$ cat src/rtl/pipe_ctrl_n_if.sv
// Pipeline-control bundle: stall requests and redirect sources in, stage
// holds, flushes, accepted redirect and watchdog status out.
interface pipe_ctrl_n_if #(
  parameter int NUM_STAGES = 6,
  parameter int ADDR_W     = 32,
  parameter int CNT_W      = 8
) ();
  logic [NUM_STAGES-1:0] stallreq_i;
  logic                  branch_flag_i;
  logic [ADDR_W-1:0]     branch_addr_i;
  logic                  trap_flag_i;
  logic [ADDR_W-1:0]     trap_addr_i;
  logic                  fetch_ready_i;
  logic [NUM_STAGES-1:0] stalled_o;
  logic [NUM_STAGES-1:0] flush_o;
  logic                  branch_flag_o;
  logic [ADDR_W-1:0]     branch_addr_o;
  logic                  redirect_pending_o;
  logic                  stall_timeout_o;
  logic [CNT_W-1:0]      stall_cycles_o;

  modport master (
    output stallreq_i, branch_flag_i, branch_addr_i, trap_flag_i, trap_addr_i, fetch_ready_i,
    input  stalled_o, flush_o, branch_flag_o, branch_addr_o, redirect_pending_o,
           stall_timeout_o, stall_cycles_o
  );

  modport slave (
    input  stallreq_i, branch_flag_i, branch_addr_i, trap_flag_i, trap_addr_i, fetch_ready_i,
    output stalled_o, flush_o, branch_flag_o, branch_addr_o, redirect_pending_o,
           stall_timeout_o, stall_cycles_o
  );
endinterface

$ cat src/rtl/pipe_ctrl_n.sv
// N-stage pipeline control: stall vector, redirect arbitration with a pending
// hold while fetch is busy, per-stage flushes and a stall-duration watchdog.
module pipe_ctrl_n #(
  parameter int                    NUM_STAGES = 6,
  parameter int                    ADDR_W     = 32,
  parameter int                    BR_STAGE   = 3,
  parameter int                    TRAP_STAGE = 4,
  parameter logic [NUM_STAGES-1:0] BR_MASK    = NUM_STAGES'(6'b001100),
  parameter int                    CNT_W      = 8,
  parameter int                    TIMEOUT    = 200
) (
  input  logic         clk,
  input  logic         rst,
  pipe_ctrl_n_if.slave bus
);
  function automatic logic [NUM_STAGES-1:0] flush_upto(input int stg);
    logic [NUM_STAGES-1:0] m;
    m = '0;
    for (int i = 1; i < NUM_STAGES; i++) if (i < stg) m[i] = 1'b1;
    return m;
  endfunction

  localparam logic [NUM_STAGES-1:0] BR_FLUSH   = flush_upto(BR_STAGE);
  localparam logic [NUM_STAGES-1:0] TRAP_FLUSH = flush_upto(TRAP_STAGE);
  localparam logic [NUM_STAGES-1:0] IF_BUBBLE  = NUM_STAGES'(2);
  localparam logic [CNT_W-1:0]      CNT_MAX    = '1;
  localparam logic [CNT_W-1:0]      TO_PRE     = CNT_W'(TIMEOUT - 1);

  typedef enum logic {IDLE, PENDING} state_e;

  state_e              state_q, state_d;
  logic [ADDR_W-1:0]   pend_addr_q, pend_addr_d;
  logic                pend_trap_q, pend_trap_d;
  logic [CNT_W-1:0]    cnt_q, cnt_d;
  logic                timeout_q, timeout_d;

  logic [NUM_STAGES-1:0] eff, stall_req;
  logic                  pending, presented, accept, win_trap;
  logic [ADDR_W-1:0]     win_addr;
  logic [NUM_STAGES-1:0] stalled, flush;
  logic                  bflag, pend_out;
  logic [ADDR_W-1:0]     baddr;

  // Stage i holds when it or any later stage asks to stall.
  assign eff = bus.stallreq_i & ~(BR_MASK & {NUM_STAGES{bus.branch_flag_i}});
  for (genvar i = 0; i < NUM_STAGES; i++) begin : g_stall
    assign stall_req[i] = |eff[NUM_STAGES-1:i];
  end

  assign pending   = (state_q == PENDING);
  assign presented = bus.trap_flag_i | bus.branch_flag_i | pending;
  assign accept    = presented & bus.fetch_ready_i;
  assign win_trap  = bus.trap_flag_i | (~bus.branch_flag_i & pending & pend_trap_q);
  assign win_addr  = bus.trap_flag_i   ? bus.trap_addr_i   :
                     bus.branch_flag_i ? bus.branch_addr_i : pend_addr_q;

  always_ff @(posedge clk or negedge rst) begin
    if (!rst) begin
      state_q     <= IDLE;
      pend_addr_q <= '0;
      pend_trap_q <= 1'b0;
    end else begin
      state_q     <= state_d;
      pend_addr_q <= pend_addr_d;
      pend_trap_q <= pend_trap_d;
    end
  end

  // A refused presentation (re)latches the winner, so newer flags overwrite.
  always_comb begin
    state_d     = state_q;
    pend_addr_d = pend_addr_q;
    pend_trap_d = pend_trap_q;
    case (state_q)
      IDLE: if (presented && !bus.fetch_ready_i) begin
        state_d     = PENDING;
        pend_addr_d = win_addr;
        pend_trap_d = win_trap;
      end
      PENDING: if (accept) begin
        state_d = IDLE;
      end else begin
        pend_addr_d = win_addr;
        pend_trap_d = win_trap;
      end
      default: state_d = IDLE;
    endcase
  end

  always_comb begin
    stalled  = '0;
    flush    = '0;
    bflag    = 1'b0;
    baddr    = '0;
    pend_out = 1'b0;
    if (rst) begin
      stalled  = stall_req | {{(NUM_STAGES-1){1'b0}}, pending};
      if (accept)       flush = win_trap ? TRAP_FLUSH : BR_FLUSH;
      else if (pending) flush = IF_BUBBLE;
      bflag    = accept;
      baddr    = presented ? win_addr : '0;
      pend_out = pending;
    end
  end

  always_comb begin
    cnt_d     = '0;
    timeout_d = 1'b0;
    if (|stalled) begin
      cnt_d     = (cnt_q == CNT_MAX) ? cnt_q : cnt_q + 1'b1;
      timeout_d = (cnt_q == TO_PRE);
    end
  end

  always_ff @(posedge clk or negedge rst) begin
    if (!rst) begin
      cnt_q     <= '0;
      timeout_q <= 1'b0;
    end else begin
      cnt_q     <= cnt_d;
      timeout_q <= timeout_d;
    end
  end

  assign bus.stalled_o          = stalled;
  assign bus.flush_o            = flush;
  assign bus.branch_flag_o      = bflag;
  assign bus.branch_addr_o      = baddr;
  assign bus.redirect_pending_o = pend_out;
  assign bus.stall_timeout_o    = timeout_q;
  assign bus.stall_cycles_o     = cnt_q;
endmodule

$ cat src/flat_wrapper.sv
// flat-port wrapper written by rule: the top's interface ports become plain ports
module pipe_ctrl_n_flat 
#(
  parameter int                    NUM_STAGES = 6,
  parameter int                    ADDR_W     = 32,
  parameter int                    BR_STAGE   = 3,
  parameter int                    TRAP_STAGE = 4,
  parameter logic [NUM_STAGES-1:0] BR_MASK    = NUM_STAGES'(6'b001100),
  parameter int                    CNT_W      = 8,
  parameter int                    TIMEOUT    = 200
)
  (clk, rst, bus_stallreq_i, bus_branch_flag_i, bus_branch_addr_i, bus_trap_flag_i, bus_trap_addr_i, bus_fetch_ready_i, bus_stalled_o, bus_flush_o, bus_branch_flag_o, bus_branch_addr_o, bus_redirect_pending_o, bus_stall_timeout_o, bus_stall_cycles_o);
  pipe_ctrl_n_if #(.NUM_STAGES(NUM_STAGES), .ADDR_W(ADDR_W), .CNT_W(CNT_W)) bus_i ();
  input  logic clk;
  input  logic rst;
  input wire logic [$bits(bus_i.stallreq_i)-1:0] bus_stallreq_i;
  input wire logic [$bits(bus_i.branch_flag_i)-1:0] bus_branch_flag_i;
  input wire logic [$bits(bus_i.branch_addr_i)-1:0] bus_branch_addr_i;
  input wire logic [$bits(bus_i.trap_flag_i)-1:0] bus_trap_flag_i;
  input wire logic [$bits(bus_i.trap_addr_i)-1:0] bus_trap_addr_i;
  input wire logic [$bits(bus_i.fetch_ready_i)-1:0] bus_fetch_ready_i;
  output wire logic [$bits(bus_i.stalled_o)-1:0] bus_stalled_o;
  output wire logic [$bits(bus_i.flush_o)-1:0] bus_flush_o;
  output wire logic [$bits(bus_i.branch_flag_o)-1:0] bus_branch_flag_o;
  output wire logic [$bits(bus_i.branch_addr_o)-1:0] bus_branch_addr_o;
  output wire logic [$bits(bus_i.redirect_pending_o)-1:0] bus_redirect_pending_o;
  output wire logic [$bits(bus_i.stall_timeout_o)-1:0] bus_stall_timeout_o;
  output wire logic [$bits(bus_i.stall_cycles_o)-1:0] bus_stall_cycles_o;
  assign bus_i.stallreq_i = bus_stallreq_i;
  assign bus_i.branch_flag_i = bus_branch_flag_i;
  assign bus_i.branch_addr_i = bus_branch_addr_i;
  assign bus_i.trap_flag_i = bus_trap_flag_i;
  assign bus_i.trap_addr_i = bus_trap_addr_i;
  assign bus_i.fetch_ready_i = bus_fetch_ready_i;
  assign bus_stalled_o = bus_i.stalled_o;
  assign bus_flush_o = bus_i.flush_o;
  assign bus_branch_flag_o = bus_i.branch_flag_o;
  assign bus_branch_addr_o = bus_i.branch_addr_o;
  assign bus_redirect_pending_o = bus_i.redirect_pending_o;
  assign bus_stall_timeout_o = bus_i.stall_timeout_o;
  assign bus_stall_cycles_o = bus_i.stall_cycles_o;
  pipe_ctrl_n #(.NUM_STAGES(NUM_STAGES), .ADDR_W(ADDR_W), .BR_STAGE(BR_STAGE), .TRAP_STAGE(TRAP_STAGE), .BR_MASK(BR_MASK), .CNT_W(CNT_W), .TIMEOUT(TIMEOUT)) u_core (.clk(clk), .rst(rst), .bus(bus_i));
endmodule
$ cat config.mk
export PLATFORM = sky130hd
export DESIGN_NAME = pipe_ctrl_n_flat
export DESIGN_NICKNAME = d
export VERILOG_FILES = /design/src/rtl/pipe_ctrl_n_if.sv /design/src/rtl/pipe_ctrl_n.sv /design/src/flat_wrapper.sv
export SDC_FILE = /design/constraint.sdc
export NUM_CORES = 1
export LEC_CHECK = 0
export ABC_AREA = 1
export CAP_MARGIN = 15
export CORE_ASPECT_RATIO = 0.5
export CORE_MARGIN = 2
export CORE_UTILIZATION = 30
export DETAILED_ROUTE_END_ITERATION = 12
export GPL_TIMING_DRIVEN = 0
export PLACE_DENSITY = 0.67
export SETUP_SLACK_MARGIN = 0.02
export SYNTH_ARGS = -nofsm -noshare
export SYNTH_HDL_FRONTEND = slang
export SYNTH_SLANG_ARGS = --single-unit
$ cat constraint.sdc
create_clock -name clk -period 1.11 [get_ports clk]
set_input_delay 0.111 -clock clk [delete_from_list [all_inputs] [get_ports clk]]
set_output_delay 0.111 -clock clk [all_outputs]
set_load 0.02 [all_outputs]
==> flow_results.org <==
** Status
- The flow ran to the end, but the final reports show violations.
- The final reports fail on negative setup slack.

** Worst setup path
- Critical path data required time :: 1000 ps
- In this run the register-to-register setup slack is -430 ps.
- Cell Chain, Critical Path :: nor2_4 > nand2_4 > nand2_8 > buf_8 > buf_4 > nor2_4 > buf_6
- The worst register-to-register path ends at u_core.pend_addr_q[23]$_DFFE_PN0P_.
- Type of the setup path with the least slack :: flip-flop to output port
- Along the worst path, the maximum fanout reaches 5.
- In this design, the largest share of critical-path delay is due to flip-flops.
- Sort of element at the start of the critical path :: flip-flop
- The number of cells on the worst reg-to-reg path is 10.
- Arrival time of data at the critical path endpoint :: 1480 ps
- The worst setup path is captured at an output port.
- Standard cell with the maximum stage delay on the critical path :: sky130_fd_sc_hd__dfrtp_2
- The critical path starts at u_core.pending$_DFF_PN0_.
- Together, buffers and inverters on the worst path number 3.
- The startpoint identified for the worst register-to-register timing path is u_core.pending$_DFF_PN0_.
- Delay of the slowest critical-path stage :: roughly 430 ps
- Among the stages of the critical path, the cell type that occurs most often is sky130_fd_sc_hd__nor2_4.

** Min path
- The worst hold path was traced through 5 stages.
- The path with the worst hold slack has its endpoint at u_core.pend_addr_q[0]$_DFFE_PN0P_.
- The startpoint identified for the worst hold timing path is bus_branch_flag_i.
- Worst Hold Class :: input pin to flip-flop

** Global route
- The first global-routing pass estimated between 15000 and 20000 um of wire.
- Entering global routing, the biggest net connects 20 pins.
- Number of antenna violations at the first check in global routing :: 0
- The via count of the first global-routing pass came to 3646.
- Total track usage :: a little under a quarter
- The total overflow left after global routing is 0.

** Clock network
- No sink is reached through more buffers than the 2 on the longest clock path.
- The tree built by TritonCTS fans out to between 40 and 50 sinks.
- At the later pin of the worst-skew pair, clock insertion delay measures approximately 290 ps.
- After clock tree synthesis, the clock-pin slew on the worst setup and hold paths is 60 ps.
- CTS tree :: built
- Clock Root Buffer :: sky130_fd_sc_hd__clkbuf_16
- CTS built an H-tree with a depth of 2.
- Number of buffers created by CTS :: 5

** Pwr
- Summed over all nets, the switching power comes to between 2000 and 2500 uW.
- In this run switching power makes up between 30% and 40% of total power.
- In this run the static leakage power is roughly 0.0026 uW.
- Pwr Density :: ~1100 nW/um^2
- In this run, the clock network consumes between 20% and 30% of the power.
- Logic gate share of total power :: approximately 43%
- Internal Dissipation :: ~4000 uW
- Portion of total power attributed to sequential cells :: 32.9%
- Peak VDD IR :: 640 uV
- PnR Total Power :: ~6100 uW

** Placement
- Input and output buffers added on the ports amount to around 130.
- Post-detailed-placement cell area :: roughly 4400 sq um
- At the end of routability-driven placement, the weighted congestion stood at roughly 0.80.
- Half-perimeter wire length after placement :: between 6000 and 7000 um

** Final layout
- Share of cells above drive strength 1 :: a little under half
- Number of nets at the end of the flow :: about 650
- Final Cell Area :: approximately 5600 sq um
- Top library cells by usage in the layout, fill and taps aside :: sky130_fd_sc_hd__nand2_1 (96), sky130_fd_sc_hd__clkdlybuf4s50_1 (66), sky130_fd_sc_hd__buf_6 (45), sky130_fd_sc_hd__o21ai_2 (41), sky130_fd_sc_hd__dfrtp_1 (38)
- The area growth from synthesis to layout is 93.9%.
- The multi-input combinational cells in the finished layout cover a total of 1870 sq um.
- After filler insertion, the fill cell instance count of the layout stands at around 760.
- Summing all flip-flop and latch instances after layout gives 1080 sq um.
- Antenna diode count :: 0
- Leaving out fill and tap cells, the most frequent cell in the layout is sky130_fd_sc_hd__nand2_1.

** Drt
- Number of iterations in the first detailed-routing pass :: 4
- Via count :: ~3.5k
- Once detail routing completed, the nets flagged for antenna violations numbered 0.
- Avg WL per Cell :: between 15 and 20 um
- Residual DRC count :: 0
- Wire length reported by the detailed router :: approximately 12000 um
- First-iteration detailed-routing DRC count :: approximately 240
- After detailed routing, the number of vias per cell comes to 4.87.

** Timing
- Worst setup slack after layout :: -478 ps
- On the final layout, the worst clock skew is between 5 and 6 ps.
- Total negative slack :: -30650 ps
- Across all hold checks on the routed design, the worst slack comes to about 270 ps.
- The total count of hold-check failures in the final report was 0.
- Final clock period utilization by the worst path :: 143%
- Subtracting the final worst setup slack from the clock period gives approximately 1600 ps.
- Setup violations remaining at the end of the flow were counted as 81.
- Top achievable clock speed :: ~630 MHz
- Setup repair after global routing could not meet its margin everywhere.
- The final count of pins violating max slew was 0.

** Synth
- Counting flops with a built-in enable in the synthesized netlist gives 0.
- Synth Flop Type :: sky130_fd_sc_hd__dfrtp_1
- Ys Warns :: 0
- Number of cells produced by synthesis :: ~400
- Of the synthesized area, sequential elements account for a little under two fifths.
- Cell area after technology mapping :: between 2000 and 3000 sq um
- Post-synthesis area per instance :: ~7.4 sq um
- Post-synthesis sequential element count :: 43
- Yosys mapped the design onto 27 distinct sky130hd cell types.
- Share of synthesized flip-flops with an asynchronous set or reset :: 100%

** Die
- For this configuration, the core starts out at a cell density of a little under a third.
- The floorplan step set the die width to ~140 um.
- Die Outline Area :: 10500 sq um
- Core outline area :: 9420 sq um
- 130 I/O pins were placed.
- In this run the core area contains 25 standard-cell rows.
- From bottom edge to top edge, the die measures 73.4 um.

** Flow run
- Max-cap violations in this run came to 0.
==> cells in the mapped netlist, types with 2 or more instances <==
| master | count | area share, % |
|---|---|---|
| sky130_fd_sc_hd__dfrtp_1 | 43 | 37 |
| sky130_fd_sc_hd__buf_2 | 11 | 1.9 |
| sky130_fd_sc_hd__inv_1 | 17 | 2.2 |
| sky130_fd_sc_hd__nand3_1 | 41 | 7.1 |
| sky130_fd_sc_hd__o21ai_1 | 4 | 0.69 |
| sky130_fd_sc_hd__buf_12 | 4 | 2.8 |
| sky130_fd_sc_hd__nor3_1 | 2 | 0.35 |
| sky130_fd_sc_hd__nand2_2 | 31 | 6.7 |
| sky130_fd_sc_hd__o21ai_2 | 29 | 8.8 |
| sky130_fd_sc_hd__o21ai_0 | 35 | 6.1 |
| sky130_fd_sc_hd__buf_4 | 11 | 2.9 |
| sky130_fd_sc_hd__nor2_1 | 47 | 6.1 |
| sky130_fd_sc_hd__nor2_4 | 2 | 0.78 |
| sky130_fd_sc_hd__nand2_1 | 102 | 13 |
==> worst reg2reg max path: stages (launching register included) <==
cell	delay, ps
sky130_fd_sc_hd__dfrtp_2	430
sky130_fd_sc_hd__nor2_4	140
sky130_fd_sc_hd__nand2_4	90
sky130_fd_sc_hd__buf_4	150
sky130_fd_sc_hd__nand2_4	80
sky130_fd_sc_hd__buf_6	120
sky130_fd_sc_hd__buf_12	120
sky130_fd_sc_hd__buf_6	100
sky130_fd_sc_hd__buf_12	110
sky130_fd_sc_hd__nand2_2	70
sky130_fd_sc_hd__o21ai_2	60
==> power groups by stage <==
stage               sequential (uW)  combinational [uW]  clock (uW)
floorplan                      2060                1040           0
global placement               2020                1880           0
detailed placement             2030                1900           0
CTS                            2000                2480        1500
global route                   2040                2780        1600
finish                         2010                2600        1510
==> metal layers <==
| metal | wire length [um] | track usage, % | vias to the layer above |
|---|---|---|---|
| met2 | 5960 | 40.0 | 119 |
| met3 | 639 | 5.02 | 30 |
| met1 | 4860 | 27.7 | 1668 |
| met5 | 0 | 0 | - |
| li1 | - | - | 1634 |
| met4 | 322 | 9.46 | 0 |
==> sequential cells by signal (all words and copies together) (netlist names) <==
register,flops
u_core.bus.stall_cycles_o,8
u_core.pend_addr_q,32
u_core.pend_trap_q,1
u_core.bus.stall_timeout_o,1
u_core.pending,1
==> metrics by stage <==
step | setup slack (ps) | utilization [%] | instances
global placement | -2680 | 46.5 | 654
CTS | -472 | 58.4 | 707
floorplan | -106 | - | 394
finish | -478 | 59.5 | 708
detailed placement | -1030 | 46.6 | 655
global route | -522 | 59.5 | 708
==> area by class of cell <==
cell class / instances / area share [%]
plain buffers: 29 / 6.65
clock buffers: 6 / 2.48
clock inverters: 1 / 0.0893
inverters: 19 / 1.45
multi-input cells: 304 / 33.4
flip-flops and latches: 43 / 19.3
well taps: 135 / 3.01
repair buffers: 171 / 33.6
==> cell families (layout without fill, tap and decap cells) <==
kind of cell / count (synthesis) / after routing / synth area share (%)
buffers and inverters: 48 / 226 / 10.8
AOI/OAI and AO/OA: 70 / 70 / 16.0
DFF: 43 / 43 / 37.2
other: 1 / 3 / 0.130
and+or+nand+nor: 229 / 230 / 35.4
adders and majority gates: 1 / 1 / 0.433
==> worst max-delay path by stage <==
stage,to,slack [ps],cells after the start
3_5_place_dp,bus_branch_addr_o[11],-1030,8
2_1_floorplan,bus_flush_o[2],-110,6
3_3_place_gp,bus_flush_o[2],-2680,7
6_report,bus_branch_addr_o[27],-480,7
5_1_grt,bus_branch_addr_o[27],-520,7
4_1_cts,bus_branch_addr_o[2],-470,6
==> timing repair <==
| item | CTS | global route |
|---|---|---|
| pin swaps | 17 | 13 |
| hold buffers | 2 | 0 |
| gates cloned | 12 | 2 |
| buffers inserted | 31 | 3 |
| setup endpoints to repair | 95 | 87 |
| gates resized for setup | 393 | 47 |
| endpoints found under the hold margin | 28 | 0 |
(Power assumes the default switching activity.)
